<file path="src/rtl/serial_paralelo_pkg.sv">
// Shared constants and state encoding for the serial-to-parallel receiver.
package serial_paralelo_pkg;
   localparam logic [7:0] COM        = 8'hBC;
   localparam int         SYNC_COUNT = 4;
   localparam int         LOS_COUNT  = 4;

   typedef enum logic [1:0] {SEARCH, COUNT, ACTIVE} state_t;
endpackage

</file>
<file path="src/rtl/sp_shift_reg.sv">
// 8-bit MSB-first input shift register; next_sr is the window including the bit sampled this edge.
module sp_shift_reg (
   input  logic       clk_32f,
   input  logic       reset_L,
   input  logic       data_in,
   output logic [7:0] next_sr
);
   logic [7:0] sr;

   assign next_sr = {sr[6:0], data_in};

   always_ff @(posedge clk_32f or negedge reset_L) begin
      if (!reset_L) sr <= 8'h00;
      else          sr <= next_sr;
   end
endmodule

</file>
<file path="src/rtl/serial_paralelo.sv">
// Serial-to-parallel receiver: aligns on COM bytes, then emits data bytes at each byte boundary.
// Optional loss-of-sync detection on runs of 8'h00 is built when SERIAL_PARALELO_LOS_EN is defined.
module serial_paralelo
   import serial_paralelo_pkg::*;
(
   input  logic       clk_32f,
   input  logic       reset_L,
   input  logic       data_in,
   output logic [7:0] data_out,
   output logic       valid_out,
   output logic       active
);
   state_t     state;
   logic [7:0] next_sr;
   logic [2:0] bit_cnt;
   logic [2:0] bc_cnt;
   logic       boundary;
`ifdef SERIAL_PARALELO_LOS_EN
   logic [2:0] los_cnt;
`endif

   sp_shift_reg u_sr (
      .clk_32f (clk_32f),
      .reset_L (reset_L),
      .data_in (data_in),
      .next_sr (next_sr)
   );

   assign boundary = (bit_cnt == 3'd7);

   always_ff @(posedge clk_32f or negedge reset_L) begin
      if (!reset_L) begin
         state     <= SEARCH;
         bit_cnt   <= 3'd0;
         bc_cnt    <= 3'd0;
         data_out  <= 8'h00;
         valid_out <= 1'b0;
         active    <= 1'b0;
`ifdef SERIAL_PARALELO_LOS_EN
         los_cnt   <= 3'd0;
`endif
      end else begin
         case (state)
            SEARCH: begin
               data_out  <= 8'h00;
               valid_out <= 1'b0;
               active    <= 1'b0;
               if (next_sr == COM) begin
                  state   <= COUNT;
                  bc_cnt  <= 3'd1;
                  bit_cnt <= 3'd0;
               end
            end
            COUNT: begin
               bit_cnt <= bit_cnt + 3'd1;
               if (boundary) begin
                  if (next_sr == COM) begin
                     bc_cnt <= bc_cnt + 3'd1;
                     if (bc_cnt + 3'd1 == 3'(SYNC_COUNT)) begin
                        state  <= ACTIVE;
                        active <= 1'b1;
                     end
                  end else begin
                     // Misaligned byte: drop back without re-searching this window.
                     state   <= SEARCH;
                     bc_cnt  <= 3'd0;
                     bit_cnt <= 3'd0;
                  end
               end
            end
            ACTIVE: begin
               bit_cnt <= bit_cnt + 3'd1;
               if (boundary) begin
`ifdef SERIAL_PARALELO_LOS_EN
                  if (next_sr == 8'h00) begin
                     if (los_cnt + 3'd1 == 3'(LOS_COUNT)) begin
                        state     <= SEARCH;
                        active    <= 1'b0;
                        valid_out <= 1'b0;
                        data_out  <= 8'h00;
                        los_cnt   <= 3'd0;
                        bc_cnt    <= 3'd0;
                        bit_cnt   <= 3'd0;
                     end else begin
                        los_cnt   <= los_cnt + 3'd1;
                        data_out  <= next_sr;
                        valid_out <= 1'b1;
                     end
                  end else begin
                     los_cnt <= 3'd0;
                     if (next_sr != COM) begin
                        data_out  <= next_sr;
                        valid_out <= 1'b1;
                     end else begin
                        valid_out <= 1'b0;
                     end
                  end
`else
                  if (next_sr != COM) begin
                     data_out  <= next_sr;
                     valid_out <= 1'b1;
                  end else begin
                     valid_out <= 1'b0;
                  end
`endif
               end
            end
            default: state <= SEARCH;
         endcase
      end
   end
endmodule

</file>
<file path="config.mk">
export PLATFORM = sky130hd
export DESIGN_NAME = serial_paralelo
export DESIGN_NICKNAME = d
export VERILOG_FILES = /design/src/rtl/serial_paralelo_pkg.sv /design/src/rtl/sp_shift_reg.sv /design/src/rtl/serial_paralelo.sv
export SDC_FILE = /design/constraint.sdc
export NUM_CORES = 1
export LEC_CHECK = 0
export ABC_AREA = 1
export ABC_CLOCK_PERIOD_IN_PS = 2500
export CORE_AREA = 2 2 57 65
export DETAILED_ROUTE_END_ITERATION = 10
export DIE_AREA = 0 0 59 67
export PLACE_DENSITY = 0.59
export SETUP_SLACK_MARGIN = 0.15
export SYNTH_ARGS = -nofsm -noshare
export SYNTH_HDL_FRONTEND = slang
export SYNTH_SLANG_ARGS = --single-unit
</file>
<file path="constraint.sdc">
create_clock -name clk_32f -period 2.5 [get_ports clk_32f]
set_clock_uncertainty 0.1 [all_clocks]
set_input_delay 0.5 -clock clk_32f [delete_from_list [all_inputs] [get_ports clk_32f]]
set_output_delay 0.5 -clock clk_32f [all_outputs]
set_load 0.1 [all_outputs]
</file>
; ---- After elaboration in Yosys (flattened, before gate mapping)
; Cells that the tools add are included.
[word_totals]
regBits = 25
output_inout_bits = 10
wordCells = 56
[op_classes]
addsub = 2
n_eq_ne = 13
muxes = 23
n_bitwise = 1
reduce_logical = 10
[ops]
columns = cell, n
row1 = two-way mux 3 bit, 6
row2 = two-way mux 8 bit, 2
row3 = one-hot mux 8 bit (2 select lines), 1
row4 = "!= test 2 bit, second input constant", 6
row5 = one-hot mux 3 bit (3 select lines), 1
row6 = "equality test 8 bit, second input constant", 1
row7 = two-way mux 2 bit, 4
row8 = "!= test 8 bit, second input constant", 1
row9 = AND reduction 4 bit, 2
row10 = "adder 3 x 1 -> 3 bit, second input constant", 2
row11 = "equality test 3 bit, second input constant", 2
row12 = one-hot mux 2 bit (3 select lines), 1
row13 = one-hot mux 3 bit (2 select lines), 1
row14 = AND reduction 3 bit, 2
row15 = two-way mux 1 bit, 5
row16 = one-hot mux 1 bit (2 select lines), 2
row17 = AND reduction 2 bit, 2
row18 = nonzero test 2 bit, 2
row19 = "!= test 3 bit, second input constant", 1
row20 = nonzero test 3 bit, 1
row21 = "equality test 2 x 1 -> 1 bit, second input constant", 1
row22 = "equality test 2 bit, second input constant", 1
row23 = zero test 2 bit, 1
row24 = NOT 1 bit, 1

; ---- Longest topological paths before layout
; Gate-level depths: netlist of the first run.
[logic_depth]
ltp_word = 6
ltp_mapped = 9

; ---- Modules after synthesis
; A second synthesis of the first run with hierarchy kept.
[unflattened]
cells_unflattened = 124
hier_area_um2 = 1148.6
[modules_own_cells]
columns = mod, instances, cells_per_inst, area_per_inst_um2, seq_area_each_um2
row1 = serial_paralelo, 1, 116, 965.9, 450.4
row2 = sp_shift_reg, 1, 8, 182.7, 175.2

; ---- Worst setup path after synthesis of the first run
; No wires, ideal clock.
[synth_timing]
kind = register -> output
from = register data_out[2]
to = output data_out[2]
t_arrival_ps = 911
slack_ps = 989
path_stages_with_launch = 1
n_path_buf = 0
path_cell_list = dfrtp_1
[synth_rtl]
columns = item, line_no
row1 = "start, declared", serial_paralelo.sv:9  ; output logic [7:0] data_out,
row2 = "start signal, assigned", serial_paralelo.sv:100  ; data_out <= next_sr;
; No word-level cell between the ends.

; ---- Final worst setup path of the first run
[layout_timing]
from = register state[0]
to = register data_out[1]
[layout_between]
elab_chain_len = 3
word_cells_on_any_way = 7
cone_classes = eq/ne: 3 / mux: 1 / reduce/logical: 3
[layout_lines]
columns = item, line_no
row1 = "start, declared", serial_paralelo.sv:13  ; state_t state;
row2 = "start signal, assigned", serial_paralelo.sv:33  ; state <= SEARCH;
row3 = "start signal, assigned", serial_paralelo.sv:49  ; state <= COUNT;
row4 = "start signal, assigned", serial_paralelo.sv:60  ; state <= ACTIVE;
row5 = equality test 2 bit / zero test 2 bit (equally long branches), serial_paralelo.sv:43  ; case (state)
row6 = != test 2 bit (no line) / nonzero test 2 bit (equally long branches), --
row7 = AND reduction 3 bit (no line), --
; Parallel ways exist; a longest one is shown, timed or not.
; A chain may end at the register's enable or synchronous reset.

==> results by group, run 1 <==
Pwr
  • Peak supply drop: 0.0003370 V
  • Pwr/cell area: 702.8 nW/um2
  • Leak: 0.7121 nW
  • Total design power: 0.9954 mW

Flow run
  • Max-Cap Viols: 0

Global routing
  • Initial antenna violation count: 0
  • First-pass GRT wire length: 3829 um
  • Vias in the first global route: 872
  • Pin count of the biggest net entering global routing: 26
  • GRT Util Overall: 12.82%
  • Remaining global-route overflow: 0

Cells and area
  • P&R area growth vs syn: 11.64%
  • Nets: 155
  • ANT cells: 0
  • Finished Cell Area: 1416 um2
  • Commonest non-fill, non-tap cell in the layout: nand2_1
  • Most frequent cells in the layout: nand2_1 (26), dfrtp_1 (25), buf_4 (11), nand3_1 (10)
  • Fin cells: 180
  • Layout cell share with drive strength beyond 1: 31.25%
  • Post-layout util: 43.61%

Synthesis
  • Yosys cell types: 23
  • Mapped Avg Cell Area: 9.835 um2
  • Post-Synth XOR/XNOR Area: 0%
  • Mux contribution to synthesized area: 0%
  • Seq/Total Area, Yosys: 49.31%
  • Post-Syn Nets: 139
  • Area contributors post-synth: dfrtp_1 (49%), nand2_1 (7.7%), ha_1 (6.9%), nand3_2 (4.7%), nand3_1 (3.9%)
  • Mapped Cells: 129
  • Seq cells post-synth: 25
  • Synth Area in Simple Gates: 30.28%
  • Largest family of logic cells by synthesized area: simple AND/OR/NAND/NOR gates
  • Adder-cell share of the synthesized area: 6.903%
  • Top cell type's share of synthesized area: 49.31%
  • Synth Area in Compound Gates: 7.594%
  • Synth warn: 0
  • Largest area contributor in the netlist: dfrtp_1
  • Post-Syn Area: 1269 um2

Critical path
  • Crit path required time: 2.65 ns
  • Crit path DAT: 1.95 ns
  • CP Max Fanout: 9
  • Worst setup SP type: register
  • WS Path Type: reg -> reg
  • Crit end category: register

Floorplanning
  • # IOs: 13
  • Core outline area: 3248 um2
  • Die height: 67 um
  • Die width: 59 um
  • Initial core utilization: 39.06%
  • Die ar.: 3953 um2
  • Rows: 22

Placement
  • IO buf count: 12
  • GP Congestion: 0.6670
  • DP HPWL: 1662 um
  • Placed cell area: 1390 um2
  • Placed Cells incl. Taps: 176
  • Pre-CTS WS: 0.6140 ns

Timing
  • RSZ-0062 raised after global routing: no
  • Worst slew margin: 53.27%
  • Setup tns final: 0 ns
  • Final setup viols: 0
  • Fin. Hold Viols: 0
  • Hold_ws: 0.3103 ns
  • Max Slew Vio Count: 0
  • Setup ws final: 0.7033 ns
  • Maximum clock rate: 0.5566 GHz
  • Slew @ Worst Pin: 0.7009 ns
  • Clock period minus worst slack: 1.797 ns
  • Final period utilization: 71.87%

Drt
  • Routed Wire Length: 2090 um
  • DR WL/cell: 11.61 um
  • Post-route DRC: 0
  • Routed Antenna Nets: 0
  • Via count: 874
  • First drt pass iteration count: 3
  • Via/cell ratio: 4.856
  • First DRT Iteration DRCs: 13

Clock tree
  • Clock Sink Count: 25
  • Root Buffer Master: clkbuf_4
  • CTS H-tree depth: 1
  • CTS max path bufs: 2
  • Worst-path clk slew: 0.13 ns
  • Post-CTS Hold Buffers: 0
  • Post-CTS sizing: 0
  • Post-CTS Setup Inserts: 0
  • TritonCTS Buffers: 3
  • Skew-Pair Late Insertion Delay: 0.31 ns
  • CTS tree: done

Hold path
  • Worst Hold Class: reg -> reg

Status
  • Status: finished clean
==> worst max-delay path, stage by stage (launching register included) <==
cell	delay [ns]
dfrtp_1	0.40
inv_1	0.08
ha_1	0.28
inv_2	0.10
or2_0	0.55
nand3_1	0.14
o21ai_1	0.09
==> Yosys cell counts, drive strengths merged <==
cell / count
inv: 13
o21ai: 12
o21bai: 2
buf: 2
nor3: 1
nand4: 2
nand2: 35
dfrtp: 25
or2: 1
a21oi: 2
ha: 7
nor2: 11
nand3: 16
==> routing by layer <==
metal	up-vias	global-route usage, %	routed length (um)
met3	2	2.330	43
met4	0	3.409	8
met1	414	14.22	945
li1	449	-	-
met2	9	24.44	1093
met5	-	0	0
==> state kept, by name (all words and copies together) (netlist names) <==
| register | count |
|---|---|
| active | 1 |
| bit_cnt | 3 |
| u_sr.sr | 7 |
| valid_out | 1 |
| data_out | 8 |
| state | 2 |
| bc_cnt | 3 |
==> power breakdown <==
part | internal [mW] | total (mW) | switching (mW)
sequential | 0.442 | 0.472 | 0.0297
clock | 0.0623 | 0.179 | 0.117
combinational | 0.108 | 0.345 | 0.237
total | 0.612 | 0.995 | 0.383
==> area by class of cell <==
type | instances | area (um2)
Clock buffer | 4 | 26.28
Fill cell | 340 | 1832
Tap cell | 36 | 45.04
Inverter | 13 | 48.80
Timing Repair Buffer | 13 | 102.6
Multi-Input combinational cell | 89 | 568.0
Sequential cell | 25 | 625.6
==> path summary, 6_finish.rpt <==
kind | from | end | slack (ns) | cells after the start
max | state[0] | data_out[1] | 0.70 | 6
min | u_sr.sr[5] | u_sr.sr[6] | 0.31 | 0
max reg2reg | state[0] | data_out[1] | 0.70 | 6
min reg2reg | u_sr.sr[5] | u_sr.sr[6] | 0.31 | 0
max in group asynchronous | reset_L | bc_cnt[2] | 1.62 | 2
min in group asynchronous | reset_L | data_out[1] | 0.44 | 2
==> logic make-up after synthesis <==
kind of cell	count (synthesis)
buffers and inverters	15
AO/OA/AOI/OAI	16
flip-flops	25
adder cells (fa/ha/maj)	7
AND/OR/NAND/NOR	66
Power figures use the tool's default switching activity.
==> run 2, diff against run 1 <==
--- a/config.mk
+++ b/config.mk
@@ -6,7 +6,7 @@
 export NUM_CORES = 1
 export LEC_CHECK = 0
 export ABC_AREA = 1
-export ABC_CLOCK_PERIOD_IN_PS = 2500
+export ABC_CLOCK_PERIOD_IN_PS = 1700
 export CORE_AREA = 2 2 57 65
 export DETAILED_ROUTE_END_ITERATION = 10
 export DIE_AREA = 0 0 59 67
==> constraint.sdc (replaced) <==
create_clock -name clk_32f -period 1.7 [get_ports clk_32f]
set_clock_uncertainty 0.1 [all_clocks]
set_input_delay 0.34 -clock clk_32f [delete_from_list [all_inputs] [get_ports clk_32f]]
set_output_delay 0.34 -clock clk_32f [all_outputs]
set_load 0.1 [all_outputs]
==> run 2 against run 1 <==
Effect of this change: combinational power up 87%; worst hold slack worse by 0.049 ns; sequential power up 46%; first-iteration DRC count up 23%; clock power up 49%; cell area up 16%; via count up 3.9%; non-clock buffer count up 8; register-to-register slack worse by 0.48 ns; flip-flop and latch count unchanged; critical path type unchanged; critical endpoint is now state[0]; largest cell class unchanged; largest power group unchanged.
==> results by group, run 2 (synthesis gave the netlist of run 1 again) <==
Status
  • Status: finished clean

Critical path
  • WS Path Type: reg -> reg
  • WP buf/inv: 2 (unchanged)
  • Crit path DAT: 1.59 ns (-0.36 ns)
  • Crit end category: register
  • CP Max Fanout: 7 (-2)
  • CP peak stage delay: 0.41 ns (-0.14 ns)
  • Crit path required time: 1.82 ns (-0.83 ns)
  • Worst path cell trace: buf_4 -> ha_4 -> inv_4 -> nor2_4 -> nor2_2 -> nand2_4 -> o21bai_1 -> nand2_1
  • Delay-heaviest family, CP: flip-flops
  • Crit-path slowest cell: dfrtp_1
  • Worst setup SP type: register

Floorplanning
  • # IOs: 13 (unchanged)
  • Die width: 59 um (unchanged)
  • Die height: 67 um (unchanged)
  • Rows: 22 (unchanged)
  • Core outline area: 3248 um2 (unchanged)
  • Initial core utilization: 39.06% (unchanged)
  • Die ar.: 3953 um2 (unchanged)

Placement
  • Placed cell area: 1545 um2 (+11%)
  • Placed Cells incl. Taps: 180 (+2.3%)
  • GP Congestion: 0.8435 (+26%)
  • DP HPWL: 1682 um (+1.2%)
  • IO buf count: 12 (unchanged)

Cells and area
  • Post-layout util: 50.69% (+7.1 points)
  • Top reg by flops: data_out
  • Most frequent cells in the layout: nand2_1 (25), dfrtp_1 (25), nand3_1 (10), buf_12 (10), buf_4 (9)
  • Layout cell share with drive strength beyond 1: 40.13% (+8.9 points)
  • Biggest regs: data_out x8, u_sr.sr x7
  • Fin cells: 188 (+4.4%)
  • P&R area growth vs syn: 29.78%
  • ANT cells: 0 (unchanged)
  • Finished Cell Area: 1647 um2 (+16%)
  • Nets: 163 (+5.2%)
  • Max reg flops: 8 (unchanged)

Drt
  • First drt pass iteration count: 4 (+1)
  • First DRT Iteration DRCs: 16 (+3)
  • Routed Antenna Nets: 0 (unchanged)
  • Via count: 908 (+3.9%)
  • Post-route DRC: 0 (unchanged)
  • Routed Wire Length: 2147 um (+2.7%)
  • DR WL/cell: 11.42 um (-1.6%)
  • Via/cell ratio: 4.830 (-0.53%)

Timing
  • Maximum clock rate: 0.6780 GHz (+22%)
  • Worst slew margin: 79.13% (+26 points)
  • Slew @ Worst Pin: 0.3131 ns (-0.3878 ns)
  • Final setup viols: 0 (unchanged)
  • Setup tns final: 0 ns (unchanged)
  • Max Slew Vio Count: 0 (unchanged)
  • Final period utilization: 86.77% (+15 points)
  • Fin. Hold Viols: 0 (unchanged)
  • Clock period minus worst slack: 1.475 ns (-0.3216 ns)
  • RSZ-0062 raised after global routing: yes

Global routing
  • Initial antenna violation count: 0 (unchanged)
  • Remaining global-route overflow: 0 (unchanged)
  • Vias in the first global route: 885 (+1.5%)
  • First-pass GRT wire length: 3850 um (+0.55%)
  • GRT Util Overall: 12.78% (-0.039 points)
  • Pin count of the biggest net entering global routing: 26 (unchanged)

Clock tree
  • Skew-Pair Late Insertion Delay: 0.32 ns (about the same)
  • Clock Sink Count: 25 (unchanged)
  • Root Buffer Master: clkbuf_4
  • CTS tree: done
  • CTS max path bufs: 2 (unchanged)
  • Post-CTS Hold Buffers: 0 (unchanged)
  • TritonCTS Buffers: 3 (unchanged)
  • Worst-path clk slew: 0.14 ns (about the same)
  • CTS H-tree depth: 1 (unchanged)

Pwr
  • Pwr/cell area: 971.8 nW/um2 (+38%)
  • Leak: 0.7804 nW (+9.6%)
  • Peak supply drop: 0.0006799 V (+100%)
  • Total design power: 1.600 mW (+61%)

Hold path
  • Worst Hold Class: in -> async

Flow run
  • Max-Cap Viols: 0 (unchanged)
-- run 2: cell types whose count changed in the layout (fill, tap and decap cells not counted), sizes merged --
cell / before / now
buf: 11 / 19
-- run 2: timing repair --
| action | 4_1_cts | 5_1_grt |
|---|---|---|
| resized for setup | 3 | 10 |
| setup endpoints to repair | 13 | 16 |
| pin swaps | 0 | 1 |
| setup buffers | 0 | 4 |
-- run 2: report_power, final --
group	internal [mW]	leakage, nW	switching, mW	total [mW]
Combinational	0.250	0.437	0.395	0.645
Clock	0.0919	0.0150	0.175	0.267
Sequential	0.650	0.329	0.0386	0.688
-- run 2: worst paths after layout --
check	startpoint	to	slack, ns	cells past startpoint
max	state[0]	state[0]	0.22	8
max in group asynchronous	reset_L	state[1]	0.99	2
min in group clk_32f	u_sr.sr[5]	u_sr.sr[6]	0.32	0
max reg2reg	state[0]	state[0]	0.22	8
min reg2reg	u_sr.sr[5]	u_sr.sr[6]	0.32	0
min	reset_L	data_out[1]	0.26	2
-- run 2: layer usage --
layer  wire length (um)  up-vias  global-route usage [%]
met4                 38        0                   5.114
li1                   -      464                       -
met2               1104       12                   22.36
met5                  0        -                       0
met1                953      427                   15.57
met3                 51        5                   1.748
-- run 2: area by class of cell --
cell class / instances / area, um2
inverters: 13 / 51.30
flip-flops and latches: 25 / 625.6
repair buffers: 21 / 287.8
multi-input cells: 89 / 610.6
fillers: 305 / 1602
well taps: 36 / 45.04
clock buffers: 4 / 26.28
-- run 2: metrics by stage --
stage               setup WS [ns]  hold slack, ns
detailed placement       -0.03448          0.2857
finish                     0.2250          0.2618
floorplan                  0.2259        -0.05559
CTS                        0.1540          0.2778
global placement         0.007003          0.2835
global route               0.1345          0.2769
==> run 3, diff against run 2 <==
--- a/config.mk
+++ b/config.mk
@@ -10,6 +10,7 @@
 export CORE_AREA = 2 2 57 65
 export DETAILED_ROUTE_END_ITERATION = 10
 export DIE_AREA = 0 0 59 67
+export MAX_ROUTING_LAYER = met4
 export PLACE_DENSITY = 0.59
 export SETUP_SLACK_MARGIN = 0.15
 export SYNTH_ARGS = -nofsm -noshare
==> run 3 against run 2 <==
Effect of this change: combinational power about the same; non-clock buffer count did not move; cell count unchanged; power barely moved; worst hold slack about the same; die area did not move; wire length did not move; register-to-register slack hardly changed; largest power group unchanged.
==> results by group, run 3 (synthesis gave the netlist of run 1 again) <==
Cells and area
  • Area occupied by registers: 625.6 um2 (unchanged)
  • Biggest regs: data_out x8, u_sr.sr x7
  • Max reg flops: 8 (unchanged)
  • Filler Cell Count: 305 (unchanged)
  • Nets: 163 (unchanged)
  • Most frequent cells in the layout: nand2_1 (25), dfrtp_1 (25), nand3_1 (10), buf_12 (10), buf_4 (9)
  • Top reg by flops: data_out
  • P&R area growth vs syn: 29.78% (unchanged)
  • Footprint of the multi-input gates: 610.6 um2 (unchanged)
  • ANT cells: 0 (unchanged)
  • Layout cell share with drive strength beyond 1: 40.13% (unchanged)
  • Post-layout util: 50.69% (unchanged)

Timing
  • Max Slew Vio Count: 0 (unchanged)
  • Final period utilization: 86.77% (about the same)
  • Slew @ Worst Pin: 0.3131 ns (-0.00003004 ns)
  • Maximum clock rate: 0.6779 GHz (about the same)
  • Worst slew margin: 79.13% (about the same)
  • Hold_ws: 0.2618 ns (-0.000009000 ns)
  • RSZ-0062 raised after global routing: yes
  • Final setup viols: 0 (unchanged)
  • Fin. Hold Viols: 0 (unchanged)
  • Clock period minus worst slack: 1.475 ns (+0.0001050 ns)

Drt
  • Via count: 908 (unchanged)
  • First drt pass iteration count: 4 (unchanged)
  • First DRT Iteration DRCs: 16 (unchanged)
  • DR WL/cell: 11.42 um (unchanged)
  • Post-route DRC: 0 (unchanged)
  • Routed Antenna Nets: 0 (unchanged)
  • Via/cell ratio: 4.830 (unchanged)
  • Routed Wire Length: 2147 um (unchanged)

Clock tree
  • Root Buffer Master: clkbuf_4
  • Worst-path clk slew: 0.14 ns (about the same)
  • Skew-Pair Late Insertion Delay: 0.32 ns (about the same)
  • CTS H-tree depth: 1 (unchanged)
  • CTS max path bufs: 2 (unchanged)
  • CTS tree: done
  • Post-CTS Hold Buffers: 0 (unchanged)
  • TritonCTS Buffers: 3 (unchanged)
  • Clock Sink Count: 25 (unchanged)

Global routing
  • Remaining global-route overflow: 0 (unchanged)
  • Vias in the first global route: 885 (unchanged)
  • Initial antenna violation count: 0 (unchanged)
  • Pin count of the biggest net entering global routing: 26 (unchanged)
  • GRT Util Overall: 13.12% (+0.33 points)
  • First-pass GRT wire length: 3857 um (+0.18%)

Critical path
  • Delay-heaviest family, CP: flip-flops
  • Crit end category: register
  • Worst setup SP type: register
  • WP buf/inv: 2 (unchanged)
  • Worst path depth: 8 (unchanged)
  • CP Max Fanout: 7 (unchanged)
  • Crit path DAT: 1.59 ns (about the same)
  • CP peak stage delay: 0.41 ns (about the same)
  • Reg-to-Reg Start: state[0]
  • Worst R2R End: state[0]
  • Worst path cell trace: buf_4 -> ha_4 -> inv_4 -> nor2_4 -> nor2_2 -> nand2_4 -> o21bai_1 -> nand2_1
  • Worst R2R Path Depth: 8 (unchanged)
  • Crit-path slowest cell: dfrtp_1
  • R2R setup slack: 0.22 ns (about the same)
  • WS Path Type: reg -> reg
  • Crit path required time: 1.82 ns (about the same)

Pwr
  • Pwr/cell area: 971.7 nW/um2 (about the same)
  • Peak supply drop: 0.0006799 V (about the same)
  • Leak: 0.7804 nW (unchanged)

Flow run
  • Max-Cap Viols: 0 (unchanged)

Status
  • Status: finished clean

Hold path
  • Worst Hold Class: in -> async

Placement
  • GP Congestion: 0.8567 (+1.6%)
  • DP HPWL: 1682 um (unchanged)
  • IO buf count: 12 (unchanged)

Floorplanning
  • Die width: 59 um (unchanged)
  • Initial core utilization: 39.06% (unchanged)
  • # IOs: 13 (unchanged)
  • Die ar.: 3953 um2 (unchanged)
  • Rows: 22 (unchanged)
  • Die height: 67 um (unchanged)
  • Core outline area: 3248 um2 (unchanged)
==> run 3: cell counts in the layout (fill, tap and decap cells not counted) <==
Identical to the previous run, type by type.
==> run 3: area by class of cell <==
| type | count | area share, % |
|---|---|---|
| Sequential cell | 25 | 37.99 |
| Inverter | 13 | 3.116 |
| Clock buffer | 4 | 1.596 |
| Multi-Input combinational cell | 89 | 37.08 |
| Tap cell | 36 | 2.736 |
| Timing Repair Buffer | 21 | 17.48 |
==> run 3: report_power, final <==
group	internal, mW	switching (mW)	total, mW
Combinational	0.250	0.395	0.645
Clock	0.0919	0.175	0.267
Sequential	0.650	0.0386	0.688
==> run 3: timing repair <==
item / 4_1_cts / 5_1_grt
pin swaps: 0 / 1
setup endpoints to repair: 13 / 16
setup buffers: 0 / 4
resized for setup: 3 / 10
==> run 3: layer usage <==
metal | track usage (%) | up-vias | part of all wire (%) | wire [um]
met3 | 1.748 | 5 | 2.4 | 51
met5 | - | - | 0 | 0
li1 | - | 464 | - | -
met2 | 22.36 | 12 | 51 | 1104
met1 | 15.57 | 427 | 44 | 953
met4 | 5.114 | 0 | 1.8 | 38
==> run 3: metrics by stage <==
step           setup WS, ns  TNS [ns]  instance area (um2)  power [mW]  std cells
6_report             0.2249         0                 1647       1.600        188
5_1_grt              0.1345         0                 1647       1.725        188
4_1_cts              0.1540         0                 1577       1.529        184
3_5_place_dp       -0.03448   -0.2004                 1545       1.244        180
3_3_place_gp       0.007003         0                 1545       1.224        180
2_1_floorplan        0.2259         0                 1269       1.132        129
==> run 3: worst max-delay path by stage <==
stage / from / to / slack [ns]
after CTS: state[0] / data_out[1] / 0.15
after detailed placement: data_in / state[0] / -0.03
after floorplan: state[0] / data_out[0] / 0.23
final: state[0] / state[0] / 0.22
after global routing: state[0] / state[0] / 0.13
after global placement: state[0] / data_out[0] / 0.007
==> run 3: worst reg2reg max path, cell delays in order (launching register included) <==
cell	delay, ns
dfrtp_1	0.41
buf_4	0.15
ha_4	0.18
inv_4	0.09
nor2_4	0.05
nor2_2	0.15
nand2_4	0.08
o21bai_1	0.12
nand2_1	0.06
==> patch 1 (flow settings as in run 3) <==
Add a define of `SERIAL_PARALELO_LOS_EN`.
--- a/src/rtl/serial_paralelo.sv
+++ b/src/rtl/serial_paralelo.sv
@@ -2,2 +2,4 @@
 // Optional loss-of-sync detection on runs of 8'h00 is built when SERIAL_PARALELO_LOS_EN is defined.
+`define SERIAL_PARALELO_LOS_EN
+
 module serial_paralelo
Formal check against the unedited RTL: same outputs for any inputs over 10 cycles, from zero or initial values and one cycle with reset_L low; that may be too few to reach the edited logic, so the function may still have changed.
==> patch 1 against run 3 <==
Maximum frequency decreased by 4.7%; first-iteration DRC count increased to 3.4 times the old value; sequential cell count increased by 3; cell area increased by 28%; wire length increased by 57%; sequential power increased by 12%; worst setup slack got worse by 73 ps; area after synthesis increased by 15%; power increased by 13%.
==> patch 1: results (changes against run 3) <==
[timing]
hold_viol = 0  ; unchanged
setup_ws_ps = 152  ; -72.9 ps
slew_headroom_pct = 75.8  ; -3.3 points

[yosys]
seq_area_frac_synth_pct = 48.2  ; -1.2 points
postSynthAreaPerCell_um2 = 8.27  ; -16%
synth_warnings = 0  ; unchanged
synth_nets = 189  ; +36%
async_flop_share_pct = 100  ; unchanged
yosys-top-cells-area = dfrtp_1 (48%), nand2_1 (14%), ha_1 (8.6%)
yosysUniqueCellTypes = 20  ; -13%
synth_common_cells = nand2_1 (55), dfrtp_1 (28), nand3_1 (22)
synth_flop_cell = dfrtp_1

[cts]
clock_latency_ps = 320  ; about the same
clk_path_buf_depth = 2  ; unchanged
clock-root-buffer = clkbuf_4
htreeDepth = 1  ; unchanged
clk_pin_slew_worst_paths_ps = 140  ; about the same
numCtsBuffers = 3  ; unchanged

[pwr]
ir_drop_mv = 0.685  ; +0.80%
p_leak_uw = 0.00103  ; +32%

[critical_path]
reg2reg_to = state[0]
slowest_delay_ps = 470  ; +60 ps
critPathLaunch = state[0]
reg2reg_depth = 10  ; +2
crit_family = flip-flops
worstPathArrival_ps = 1680  ; +90 ps
cp_max_fo = 4  ; -3
crit_end = state[0]
cp_slowest_cell = dfrtp_2

[route]
drt_iter0_markers = 54  ; +38
drt-pass1-iter-count = 4  ; unchanged
routed_via_density = 5.15  ; +6.7%
wl_per_cell_um = 13.5  ; +18%

[cells_and_area]
largest_registers = data_out (8), u_sr.sr (7)
drive_gt1_share_pct = 38.8  ; -1.3 points
diodes = 0  ; unchanged
n_fill_cell = 273  ; -10%
layout.cells.non_filler = 250  ; +33%
layout.nets = 229  ; +40%

[global_route]
antenna_found_initial = 0  ; unchanged
first_global_vias = 1308  ; +48%
grt_pass1_wl_mm = 5.36  ; +39%
track_usage_pct = 18.1  ; +4.9 points
grt_max_degree = 29  ; +12%

[run_status]
status = completed

[worst_hold_path]
min_path_type = in -> reg
min_from = data_in

[placed_design]
place_congestion = 0.907  ; +5.8%
dp_hpwl_mm = 2.17  ; +29%
place_ws_ps = -264  ; -230 ps
port_buffers = 12  ; unchanged

patch 1: per-layer routing:
metal | up-vias | global-route usage [%] | wire length [um]
met1 | 622 | 18.2 | 1290
li1 | 636 | - | -
met2 | 22 | 34.2 | 1930
met5 | - | - | 0
met4 | 0 | 7.39 | 59
met3 | 8 | 2.52 | 92
patch 1: cell type report:
cell class	count	area [um^2]	area share, %
Multi-Input combinational cell	124	827	39.2
Sequential cell	28	703	33.3
Timing Repair Buffer	36	414	19.6
Inverter	23	98.8	4.68
Tap cell	36	45.0	2.13
Clock buffer	3	22.5	1.07
patch 1: repair_timing:
action / 4_1_cts / 5_1_grt
pin swaps: 4 / 16
gates cloned: 0 / 1
setup endpoints to repair: 18 / 19
resized for setup: 21 / 35
setup buffers: 8 / 9
patch 1: cells by family after synthesis:
kind of cell | Yosys count | share of synthesized area [%]
AND/OR/NAND/NOR | 101 | 30.4
flip-flops | 28 | 48.2
buffers and inverters | 25 | 7.05
AO/OA/AOI/OAI | 12 | 5.76
adder cells (fa/ha/maj) | 10 | 8.60
patch 1: stage by stage:
step / cell area (um^2) / power [uW] / util, %
floorplan: 1460 / 1130 / -
global route: 2110 / 1920 / 65.0
finish: 2110 / 1810 / 65.0
global placement: 1760 / 1240 / 54.2
CTS: 1920 / 1680 / 59.1
detailed placement: 1760 / 1270 / 54.2
patch 1: how the worst min path moves through the flow:
stage,endpoint,cells after the start,slack (ps)
detailed placement,u_sr.sr[1],0,300
global route,u_sr.sr[0],1,80
floorplan,active,0,-60
global placement,u_sr.sr[1],0,290
finish,u_sr.sr[0],1,80
CTS,data_out[4],2,280
patch 1: power breakdown:
part	total (uW)	switching, uW	internal [uW]
Sequential	774	60.1	713
Combinational	772	447	325
Clock	265	182	83.1
==> patch 2 (flow settings as in run 3) <==
Made on the original files. Register the input `data_in` before use, without a reset. The logic sees it one clock later.
--- a/src/rtl/serial_paralelo.sv
+++ b/src/rtl/serial_paralelo.sv
@@ -12,2 +12,9 @@
 );
+
+   logic data_q;
+
+   always_ff @(posedge clk_32f) begin
+      data_q <= data_in;
+   end
+
    state_t     state;
@@ -24,3 +31,3 @@
       .reset_L (reset_L),
-      .data_in (data_in),
+      .data_in (data_q),
       .next_sr (next_sr)
Behaviour: same outputs for any inputs over 10 cycles, from zero or initial values and one cycle with reset_L low; that may be too few to reach the edited logic, so the function may still have changed.
==> patch 2 against run 3 <==
Area after synthesis down 1.3%; cell area down 0.30%; worst setup slack worse by 8.4 ps; critical path depth unchanged; power up 7.1%; count of clock-buffer cells in the layout down 1; wire length up 13%; sequential cell count up 1; largest power group unchanged.
==> patch 2: results (changes against run 3) <==
[run_status]
status = completed

[placed_design]
place_area_um2 = 1510  ; -2.3%
place_congestion = 0.772  ; -9.8%
dp_hpwl_mm = 1.70  ; +1.0%
port_buffers = 12  ; unchanged
dp.cells = 179  ; -0.56%

[route]
via_count = 937  ; +3.2%
wl_per_cell_um = 13.0  ; +14%
drt-pass1-iter-count = 4  ; unchanged
drt_iter0_markers = 29  ; +13

[yosys]
synth_warnings = 0  ; unchanged
synth_nets = 141  ; +1.4%
synth_common_cells = dfrtp_1 (25), nand2_1 (24), nand3_1 (18)
yosys-top-cells-area = dfrtp_1 (50%), nand3_1 (7.2%), nand2_1 (7.2%)
postSynthAreaPerCell_um2 = 9.56  ; -2.8%
synth_most_common_cell = dfrtp_1
seq_area_frac_synth_pct = 51.5  ; +2.2 points
yosysUniqueCellTypes = 20  ; -13%
async_flop_share_pct = 96.2  ; -3.8 points

[critical_path]
worstPathArrival_ps = 1610  ; +20 ps
crit_family = simple AND/OR/NAND/NOR gates
regToRegSetupSlack_ps = 220
path_class = reg -> reg
critPathLaunch = bc_cnt[0]
reg2reg_to = state[1]
cp_max_fo = 3  ; -4
reg2reg_depth = 8  ; unchanged
slowest_delay_ps = 430  ; +20 ps

[pwr]
ir_drop_mv = 0.538  ; -21%
p_leak_uw = 0.000780  ; about the same

[cts]
htreeDepth = 1  ; unchanged
clk_path_buf_depth = 2  ; unchanged
cts_hold_buf = 0  ; unchanged
clk_pin_slew_worst_paths_ps = 140  ; about the same
cts.repair.resized = 4  ; +1
clock_latency_ps = 320  ; about the same

[timing]
hold_viol = 0  ; unchanged
slew_headroom_pct = 78.1  ; -0.99 points

[cells_and_area]
layout.nets = 162  ; -0.61%
layout.cells.non_filler = 187  ; -0.53%
drive_gt1_share_pct = 37.1  ; -3.0 points

[global_route]
grt_pass1_wl_mm = 4.40  ; +14%
first_global_vias = 1021  ; +15%
antenna_found_initial = 0  ; unchanged
track_usage_pct = 15.0  ; +1.9 points

patch 2: area by class of cell:
cell class | count | area (um^2)
Sequential cell | 26 | 646
Clock buffer | 3 | 22.5
Fill cell | 316 | 1610
Multi-Input combinational cell | 88 | 582
Tap cell | 36 | 45.0
Timing Repair Buffer | 16 | 250
Inverter | 17 | 66.3
Clock inverter | 1 | 30.0
patch 2: layer usage:
metal | part of all wire [%] | up-vias | routed length, um | global-route usage [%]
li1 | - | 461 | - | -
met1 | 44 | 458 | 1070 | 17.7
met2 | 52 | 14 | 1270 | 25.7
met3 | 2.6 | 4 | 62 | 1.94
met4 | 1.3 | 0 | 32 | 5.97
met5 | 0 | - | 0 | -
patch 2: kinds of logic after synthesis:
group	synth area share (%)
buf+inv	6.29
flops	51.5
simple gates	28.2
compound gates	6.99
fa+ha+maj	6.99
patch 2: through the flow:
step / hold slack [ps] / util [%] / setup WS (ps)
floorplan: -55.6 / - / 230
global placement: 251 / 46.5 / 121
detailed placement: 250 / 46.5 / 64.1
CTS: 268 / 48.6 / 135
global route: 271 / 50.5 / 139
finish: 260 / 50.5 / 216
patch 2: worst min-delay path by stage:
stage	start	endpoint	slack (ps)	cells after the start
6_report	reset_L	bit_cnt[2]	260	2
5_1_grt	data_q	u_sr.sr[0]	270	0
4_1_cts	reset_L	state[0]	270	2
3_5_place_dp	data_q	u_sr.sr[0]	250	0
3_3_place_gp	data_q	u_sr.sr[0]	250	0
2_1_floorplan	reset_L	active	-60	0
patch 2: power breakdown:
group | leakage (uW) | internal (uW) | switching (uW)
Clock | 0.0000279 | 239 | 189
Combinational | 0.000417 | 220 | 357
Sequential | 0.000336 | 669 | 41.9
